$ cat config.mk
export PLATFORM = sky130hd
export DESIGN_NAME = pool_relu_flat
export DESIGN_NICKNAME = d
export VERILOG_FILES = /design/src/rtl/pool_relu_if.sv /design/src/rtl/pool_relu.sv /design/src/flat_wrapper.sv
export SDC_FILE = /design/constraint.sdc
export NUM_CORES = 1
export LEC_CHECK = 0
export CORE_MARGIN = 10
export CORE_UTILIZATION = 50
export CTS_BUF_LIST = sky130_fd_sc_hd__clkbuf_8 sky130_fd_sc_hd__clkbuf_16
export CTS_CLUSTER_DIAMETER = 120
export DETAILED_ROUTE_END_ITERATION = 7
export PLACE_DENSITY_LB_ADDON = 0.1
export RECOVER_POWER = 50
export SYNTH_ARGS = -nofsm -noshare
export SYNTH_HDL_FRONTEND = slang
export SYNTH_SLANG_ARGS = --single-unit
$ cat constraint.sdc
create_clock -name clk_i -period 5.1 [get_ports clk_i]
set_input_delay 1.02 -clock clk_i [delete_from_list [all_inputs] [get_ports clk_i]]
set_output_delay 1.02 -clock clk_i [all_outputs]
set_load 0.02 [all_outputs]
$ cat src/rtl/pool_relu_if.sv
// pool_relu_if: streaming handshake between the conv stage, pool_relu and its consumer
interface pool_relu_if;
  logic        v_i;
  logic [31:0] data_i;
  logic        ready_o;
  logic        v_o;
  logic [31:0] data_o;
  logic        ready_i;
  logic        done_o;
  modport slave (input v_i, data_i, ready_i, output ready_o, v_o, data_o, done_o);
  modport master(output v_i, data_i, ready_i, input ready_o, v_o, data_o, done_o);
endinterface

$ cat src/rtl/pool_relu.sv
// pool_relu: ReLU then 2x2 stride-2 max pooling over a raster-streamed multi-channel frame
module pool_relu #(
  parameter int M_p = 4,
  parameter int R_p = 16,
  parameter int C_p = 16
) (
  input logic       clk_i,
  input logic       reset_i,
  pool_relu_if.slave bus
);
  localparam int CW = $clog2(C_p);
  localparam int RW = $clog2(R_p);
  localparam int MW = M_p > 1 ? $clog2(M_p) : 1;
  localparam int HW = C_p > 2 ? $clog2(C_p / 2) : 1;
  logic [CW-1:0] col;
  logic [RW-1:0] row;
  logic [MW-1:0] ch;
  logic [HW-1:0] half;
  logic [31:0]   hold, r;
  logic [31:0]   lb [C_p/2];
  logic          acc, lc, lr, lm, fin;
  // ReLU output is never negative, so unsigned compare of the bit patterns equals IEEE '>'
  function automatic logic [31:0] mx(input logic [31:0] a, input logic [31:0] b);
    return (b > a) ? b : a;
  endfunction
  assign bus.ready_o = ~bus.v_o | bus.ready_i;
  assign acc  = bus.v_i & bus.ready_o;
  assign r    = (!bus.data_i[31] && |bus.data_i[30:0]) ? bus.data_i : '0;
  assign half = HW'(col >> 1);
  assign lc   = col == CW'(C_p - 1);
  assign lr   = row == RW'(R_p - 1);
  assign lm   = ch == MW'(M_p - 1);
  always_ff @(posedge clk_i)
    if (acc && !row[0] && col[0]) lb[half] <= mx(hold, r);
  always_ff @(posedge clk_i) begin
    if (reset_i) begin
      col        <= '0;
      row        <= '0;
      ch         <= '0;
      hold       <= '0;
      fin        <= 1'b0;
      bus.v_o    <= 1'b0;
      bus.done_o <= 1'b0;
      bus.data_o <= '0;
    end else begin
      bus.done_o <= bus.v_o & bus.ready_i & fin;
      if (bus.v_o && bus.ready_i) bus.v_o <= 1'b0;
      if (acc) begin
        col <= lc ? '0 : col + 1'b1;
        if (lc) row <= lr ? '0 : row + 1'b1;
        if (lc && lr) ch <= lm ? '0 : ch + 1'b1;
        if (!row[0] && !col[0]) hold <= r;
        if (row[0] && !col[0]) hold <= mx(lb[half], r);
        if (row[0] && col[0]) begin
          bus.data_o <= mx(hold, r);
          bus.v_o    <= 1'b1;
          fin        <= lc & lr & lm;
        end
      end
    end
  end
endmodule

$ cat src/flat_wrapper.sv
// flat-port wrapper written by rule: the top's interface ports become plain ports
module pool_relu_flat 
#(
  parameter int M_p = 4,
  parameter int R_p = 16,
  parameter int C_p = 16
)
  (clk_i, reset_i, bus_v_i, bus_data_i, bus_ready_i, bus_ready_o, bus_v_o, bus_data_o, bus_done_o);
  pool_relu_if bus_i ();
  input logic clk_i;
  input logic reset_i;
  input wire logic [$bits(bus_i.v_i)-1:0] bus_v_i;
  input wire logic [$bits(bus_i.data_i)-1:0] bus_data_i;
  input wire logic [$bits(bus_i.ready_i)-1:0] bus_ready_i;
  output wire logic [$bits(bus_i.ready_o)-1:0] bus_ready_o;
  output wire logic [$bits(bus_i.v_o)-1:0] bus_v_o;
  output wire logic [$bits(bus_i.data_o)-1:0] bus_data_o;
  output wire logic [$bits(bus_i.done_o)-1:0] bus_done_o;
  assign bus_i.v_i = bus_v_i;
  assign bus_i.data_i = bus_data_i;
  assign bus_i.ready_i = bus_ready_i;
  assign bus_ready_o = bus_i.ready_o;
  assign bus_v_o = bus_i.v_o;
  assign bus_data_o = bus_i.data_o;
  assign bus_done_o = bus_i.done_o;
  pool_relu #(.M_p(M_p), .R_p(R_p), .C_p(C_p)) u_core (.clk_i(clk_i), .reset_i(reset_i), .bus(bus_i));
endmodule
==> key figures, run 1 <==
Outcome
  • Status: finished, violations left
  • Failing checks: max-capacitance violations, max-slew violations

STA
  • Setup TNS: 0 ns
  • Worst setup margin: 0.2426 ns
  • Fin crit share: 95.24%
  • Max Fclk: 0.2059 GHz
  • Final setup fails: 0
  • Layout Skew: 0.02090 ns
  • Max_slew headroom: -30.60%
  • Unrepaired setup endpoints after global routing: no
  • Final hold vios: 0
  • Worst Max-Slew Pin Slew: 1.959 ns
  • Max-slew violations: 116
  • Min Tclk post-route: 4.857 ns

Setup path
  • Worst Path Max Fanout: 32
  • Worst Setup End Kind: flop
  • Setup CP Type: in -> reg
  • R2R Path End: u_core.hold[19]
  • WP data required: 5.55 ns
  • Crit path arrival time: 5.31 ns
  • R2R Setup Slk: 0.90 ns
  • Register-to-Register Path Depth: 14
  • Worst setup SP type: input pin

Power
  • Power Dens Cells: 347.0 mW/mm²
  • Maximum VDD drop: 0.2393 mV
  • Total Power: 6.291 mW
  • Leak: 6.407 nW

Cells and area
  • Fill cells: 2,271
  • Diodes inserted: 0
  • Fin area: 0.01813 mm²
  • Nets: 1,309
  • Area growth syn-to-layout: 19.83%
  • Layout cells sized above 1: 18.97%
  • Commonest non-fill, non-tap cell in the layout: edfxtp_1
  • Most frequent cells in the layout: 256 x edfxtp_1, 114 x nor2_1, 78 x buf_4

Clock network
  • Hold_buf cts: 0
  • Clk Latency, worst-skew pair: 0.52 ns
  • Num Clock Sinks: 336
  • Longest Clk Path Bufs: 3
  • H-tree depth: 2
  • CTS tree: done
  • Clk Tree Root Cell: clkbuf_16
  • Reg clk slew, reported paths: 0.06 ns
  • Post-CTS Setup Inserts: 0
  • CTS Buf Count: 37
  • Post-CTS sizing: 0

Worst hold path
  • Hold path endpoint: u_core.fin
  • Hold path depth: 2
  • Hold Crit Start: u_core.fin
  • HP Class: reg -> reg

Routing
  • DRT Wirelength: 37,640 µm
  • Vias per cell: 5.799
  • Routed Antenna Nets: 0
  • DR vias: 9,447
  • Wire per inst: 23.11 µm
  • 1st-iter DRT viols: 744
  • DRC Markers: 0
  • TritonRoute pass-1 iters: 5

Place
  • Pre-CTS setup slack: -0.3025 ns
  • I/O Buffers: 70
  • DP HPWL: 24,160 µm
  • Placer Congestion: 0.8983
  • Post-place instance area: 0.01693 mm²

Die
  • Core area: 0.02972 mm²
  • Initial cell density of the core: 50.91%
  • Ports: 71
  • Horiz. Die Dim: 193.9 µm
  • Chip Height: 193.9 µm
  • Die ar.: 0.03761 mm²
  • # rows: 63

Global routing
  • Most Crowded Layer GR: met2
  • Grt met1 use: 28.08%
  • Global-route wire length before repair: 57,790 µm
  • Met2 Resource Use GR: 31.18%
  • Number of global-route vias before repair: 9,524
  • Gr ovfl total: 0
  • GRT Overall Usage: 19.56%
  • Largest net degree at the start of global routing: 40
  • Met3 global-route usage: 2.905%
  • Initial antenna violation count: 0

Yosys
  • Distinct cells, synth: 56
  • Mapped Avg Cell Area: 14.22 µm²
  • Dominant cells by area after synthesis: edfxtp_1 51%, dfxtp_1 11%, mux4_2 9.5%
  • Post-synth EDFFs: 256
  • Synth Register Bits: 336
  • Cells after Synth: 1,064
  • Leading area contributor after synthesis: edfxtp_1
  • Sequential cell area fraction in the yosys report: 61.40%
  • Ys flop type: edfxtp_1
  • Yosys warns: 0
  • Post-synth top area share: 50.81%
  • Synth Cell Area: 0.01513 mm²
  • Asr flop ratio synth: 0%

Job
  • MaxCap Viol Count: 5
[cell families (layout without fill, tap and decap cells)]
logic type      after synthesis  in the layout  synth area share [%]
flops                       336            336                 61.40
simple gates                276            276                 8.386
compound gates              160            160                 7.659
mux                         127            127                 14.11
buf+inv                      95            269                 2.862
fa+ha+maj                    63             63                 5.211
xor+xnor                      6              6                0.3474
other cells                   1              2               0.02479
[flip-flops by register name, summed over array words and instances (netlist names), named ones only]
name,count
u_core.bus.data_o,32
u_core.bus.done_o,1
u_core.bus.v_o,1
u_core.ch,2
u_core.col,4
u_core.fin,1
u_core.hold,32
u_core.lb,256
u_core.row,4
[report_power, final]
part	internal (mW)	switching (mW)	leakage [nW]
Sequential	2.98	0.0185	3.00
Combinational	0.222	0.276	2.73
Clock	1.72	1.07	0.675
[area by class of cell]
type                            count  area [µm²]  share of cell area (%)
Clock buffer                       48        1100                   6.067
Tap cell                          390       488.0                   2.692
Multi-Input combinational cell    634        5451                   30.07
Timing Repair Buffer              166        1464                   8.075
Sequential cell                   336        9295                   51.27
Clock inverter                     20       198.9                   1.097
Inverter                           35       131.4                  0.7247
[synth_stat cells, types with 2 or more instances]
| cell type | instances |
|---|---|
| ha_1 | 63 |
| buf_1 | 6 |
| nand2_1 | 63 |
| a31o_2 | 2 |
| mux4_2 | 64 |
| nor4_1 | 9 |
| xnor2_1 | 3 |
| o21ai_0 | 9 |
| a21oi_1 | 32 |
| clkbuf_1 | 42 |
| buf_6 | 7 |
| nor2b_1 | 4 |
| dfxtp_1 | 80 |
| and4_1 | 2 |
| a22o_1 | 3 |
| buf_2 | 3 |
| o21a_1 | 34 |
| mux2i_1 | 31 |
| edfxtp_1 | 256 |
| xor2_1 | 3 |
| o21ai_1 | 32 |
| a41oi_1 | 2 |
| nand3_1 | 8 |
| o211ai_1 | 2 |
| and3_1 | 4 |
| nand2b_1 | 7 |
| a2111o_1 | 28 |
| mux2_1 | 30 |
| mux2i_4 | 2 |
| nor2_1 | 117 |
| a21o_1 | 2 |
| a32oi_1 | 2 |
| nand4_1 | 17 |
| inv_1 | 35 |
| nor3_1 | 11 |
| and2_1 | 29 |
[routing by layer]
layer | wire, µm | part of all wire (%)
met1 | 17610 | 47
met3 | 1891 | 5.0
met4 | 484 | 1.3
met5 | 0 | 0
met2 | 17660 | 47
[worst max-delay path, stage by stage]
cell             delay, ns
clkdlybuf4s50_1       0.51
nor4_2                0.34
buf_4                 0.16
nand4_1               0.09
nor2_1                0.12
nor2_1                0.10
buf_4                 0.18
and2_1                0.17
buf_4                 0.15
ha_1                  0.30
nand4_1               0.18
nor4bb_2              0.34
buf_4                 0.16
nand4_1               0.13
o41ai_2               0.34
o31ai_2               0.11
and2_4                0.19
buf_12                0.16
a2111o_1              0.41
o21ai_1               0.13
[worst max-delay path by stage]
stage	start	end	slack [ns]	cells past startpoint
finish	bus_data_i[22]	u_core.hold[19]	0.24	20
global route	bus_data_i[22]	u_core.hold[19]	0.02	20
CTS	bus_data_i[22]	u_core.hold[14]	0.18	20
detailed placement	bus_data_i[22]	u_core.hold[19]	-0.30	20
global placement	bus_data_i[14]	u_core.hold[13]	-0.23	19
floorplan	bus_ready_i	u_core.lb[0][0]	0.33	6
[through the flow]
| step | util (%) | std cells | hold slack, ns |
|---|---|---|---|
| final | 61.00 | 1629 | 0.4504 |
| after global routing | 61.00 | 1629 | 0.4724 |
| after global placement | 56.95 | 1561 | 0.4439 |
| after detailed placement | 56.95 | 1561 | 0.4478 |
| after CTS | 61.32 | 1629 | 0.4562 |
| after floorplan | - | 1065 | 0.4279 |
No activity file was read; power rests on OpenSTA's default activity.
==> run 2, diff against run 1 <==
--- a/config.mk
+++ b/config.mk
@@ -10,6 +10,7 @@
 export CTS_BUF_LIST = sky130_fd_sc_hd__clkbuf_8 sky130_fd_sc_hd__clkbuf_16
 export CTS_CLUSTER_DIAMETER = 120
 export DETAILED_ROUTE_END_ITERATION = 7
+export DONT_BUFFER_PORTS = 1
 export PLACE_DENSITY_LB_ADDON = 0.1
 export RECOVER_POWER = 50
 export SYNTH_ARGS = -nofsm -noshare
==> key figures, run 2 (synthesized netlist as in run 1, its figures left out) <==
Clock network
  • H-tree depth: 2 (unchanged)
  • CTS Buf Count: 36 (was 37)
  • Num Clock Sinks: 336 (unchanged)
  • Longest Clk Path Bufs: 3 (unchanged)
  • Clk Tree Root Cell: clkbuf_16 (unchanged)
  • Reg clk slew, reported paths: 0.06 ns (about the same)
  • Post-CTS sizing: 0 (unchanged)
  • Clk Latency, worst-skew pair: 0.52 ns (about the same)
  • Post-CTS Setup Inserts: 0 (unchanged)
  • Hold_buf cts: 0 (unchanged)
  • CTS tree: done (unchanged)

Place
  • I/O Buffers: 0 (was 70)
  • Placer Congestion: 0.8537 (was 0.8983)
  • DP HPWL: 22,270 µm (was 24,160 µm)
  • Post-place instance area: 0.01568 mm² (was 0.01693 mm²)

Setup path
  • Worst Path Max Fanout: 28 (was 32)
  • R2R Path End: u_core.hold[12] (was u_core.hold[19])
  • Worst Setup End Kind: flop (unchanged)
  • Worst setup SP type: input pin (unchanged)
  • WP data required: 5.50 ns (was 5.55 ns)
  • R2R Setup Slk: 0.82 ns (was 0.90 ns)
  • Crit path arrival time: 5.35 ns (was 5.31 ns)
  • Setup CP Type: in -> reg (unchanged)
  • Register-to-Register Path Depth: 13 (was 14)

Cells and area
  • Diodes inserted: 0 (unchanged)
  • Most frequent cells in the layout: 256 x edfxtp_1, 108 x nor2_1, 77 x dfxtp_1 (was 256 x edfxtp_1, 114 x nor2_1, 78 x buf_4)
  • Largest register FFs: 256 (unchanged)
  • Layout Utilization: 56.31% (was 61.00%)
  • Area growth syn-to-layout: 10.62% (was 19.83%)
  • Fin area: 0.01673 mm² (was 0.01813 mm²)
  • Commonest non-fill, non-tap cell in the layout: edfxtp_1 (unchanged)
  • Largest Register: u_core.lb (unchanged)
  • Layout cells sized above 1: 13.13% (was 18.97%)
  • Top flop regs: u_core.lb (256), u_core.bus.data_o (32), u_core.hold (32) (unchanged)
  • Nets: 1,170 (was 1,309)

Die
  • Initial cell density of the core: 50.91% (unchanged)
  • Horiz. Die Dim: 193.9 µm (unchanged)
  • Ports: 71 (unchanged)
  • Die ar.: 0.03761 mm² (unchanged)
  • Chip Height: 193.9 µm (unchanged)
  • # rows: 63 (unchanged)
  • Core area: 0.02972 mm² (unchanged)

Outcome
  • Status: finished, violations left (unchanged)
  • Failing checks: max-capacitance violations, max-slew violations (unchanged)

STA
  • Unrepaired setup endpoints after global routing: no (unchanged)
  • Layout Skew: 0.02276 ns (was 0.02090 ns)
  • Final hold vios: 0 (unchanged)
  • Worst Max-Slew Pin Slew: 2.707 ns (was 1.959 ns)
  • Fin crit share: 97.07% (was 95.24%)
  • Max_slew headroom: -80.49% (was -30.60%)
  • Max Fclk: 0.2020 GHz (was 0.2059 GHz)
  • Max-slew violations: 333 (was 116)
  • Fin Hold WS: 0.4574 ns (was 0.4504 ns)
  • Min Tclk post-route: 4.951 ns (was 4.857 ns)
  • Final setup fails: 0 (unchanged)

Routing
  • DRT Wirelength: 36,610 µm (was 37,640 µm)
  • TritonRoute pass-1 iters: 5 (unchanged)
  • DR vias: 8,924 (was 9,447)
  • DRC Markers: 0 (unchanged)
  • Vias per cell: 6.001 (was 5.799)
  • Wire per inst: 24.62 µm (was 23.11 µm)
  • Routed Antenna Nets: 0 (unchanged)
  • 1st-iter DRT viols: 663 (was 744)

Worst hold path
  • HP Class: reg -> reg (unchanged)
  • Hold path endpoint: u_core.hold[4] (was u_core.fin)
  • Hold Crit Start: u_core.hold[4] (was u_core.fin)
  • Hold path depth: 2 (unchanged)

Power
  • Leak: 5.576 nW (was 6.407 nW)
  • Total Power: 5.853 mW (was 6.291 mW)
  • Psw: 1.275 mW (was 1.367 mW)
  • Internal cell power: 4.578 mW (was 4.924 mW)
  • Clock network power share: 41.9% (was 44.4%)
  • Combinational power share: 6.8% (was 7.9%)
  • Power Dens Cells: 349.7 mW/mm² (was 347.0 mW/mm²)
  • Maximum VDD drop: 0.2704 mV (was 0.2393 mV)
  • Switching share of power: 21.78% (was 21.73%)
  • Sequential Power Share: 51.3% (was 47.7%)

Global routing
  • GRT Overall Usage: 19.11% (was 19.56%)
  • Gr ovfl total: 0 (unchanged)
  • Initial antenna violation count: 2 (was 0)
  • Global-route wire length before repair: 55,920 µm (was 57,790 µm)
  • Number of global-route vias before repair: 9,082 (was 9,524)
  • Largest net degree at the start of global routing: 77 (was 40)

Job
  • MaxCap Viol Count: 10 (was 5)
## run 2: worst max-delay path by stage
stage / end / startpoint / slack, ns / depth (start not counted)
floorplan: u_core.lb[0][0] / bus_ready_i / 0.33 / 6
CTS: u_core.bus.data_o[21] / bus_data_i[1] / 0.13 / 15
global route: u_core.bus.data_o[22] / bus_data_i[1] / 0.005 / 15
detailed placement: u_core.bus.data_o[21] / bus_data_i[1] / -0.39 / 15
finish: u_core.bus.data_o[22] / bus_data_i[1] / 0.15 / 15
global placement: u_core.bus.data_o[22] / bus_data_i[1] / -0.37 / 15
## run 2: worst max-delay path: stages
cell,delay [ns]
nor4_1,0.59
nand4_1,0.34
nor2_1,0.21
nor2_2,0.21
and2_1,0.28
ha_1,0.31
nand4_1,0.16
nor4_1,0.45
nand4_1,0.26
o21a_1,0.25
o2bb2ai_1,0.18
nor2_4,0.15
buf_4,0.23
mux2_1,0.49
o21a_1,0.23
## run 2: per-stage QoR
stage          setup slack, ns  cells  setup TNS, ns
3_5_place_dp           -0.3858   1423         -85.10
3_3_place_gp           -0.3745   1423         -79.05
5_1_grt               0.004579   1487              0
4_1_cts                 0.1308   1487              0
2_1_floorplan           0.3316   1065              0
6_report                0.1495   1487              0
## run 2: layer usage
metal	wire length (µm)	share of wire (%)	GRT usage, %	vias to the layer above
li1	-	-	-	4076
met1	16470	45	26.00	4554
met2	17020	46	30.40	237
met3	2440	6.7	4.374	55
met4	666	1.8	4.798	2
met5	13	0.036	0	-
## run 2: power by group through the flow
stage | sequential [mW] | clock (mW) | combinational, mW
floorplan | 3.05 | 0 | 0.299
CTS | 3.00 | 2.49 | 0.400
finish | 3.00 | 2.45 | 0.397
detailed placement | 3.06 | 0 | 0.398
global placement | 3.06 | 0 | 0.394
global route | 3.00 | 2.61 | 0.443
## run 2: cell type report
| cell class | count | area (µm²) |
|---|---|---|
| repair buffers | 28 | 247.7 |
| clock buffers | 39 | 953.4 |
| inverters | 35 | 131.4 |
| well taps | 390 | 488.0 |
| clock inverters | 25 | 151.4 |
| flip-flops and latches | 336 | 9295 |
| multi-input cells | 634 | 5468 |
| fillers | 2363 | 12980 |
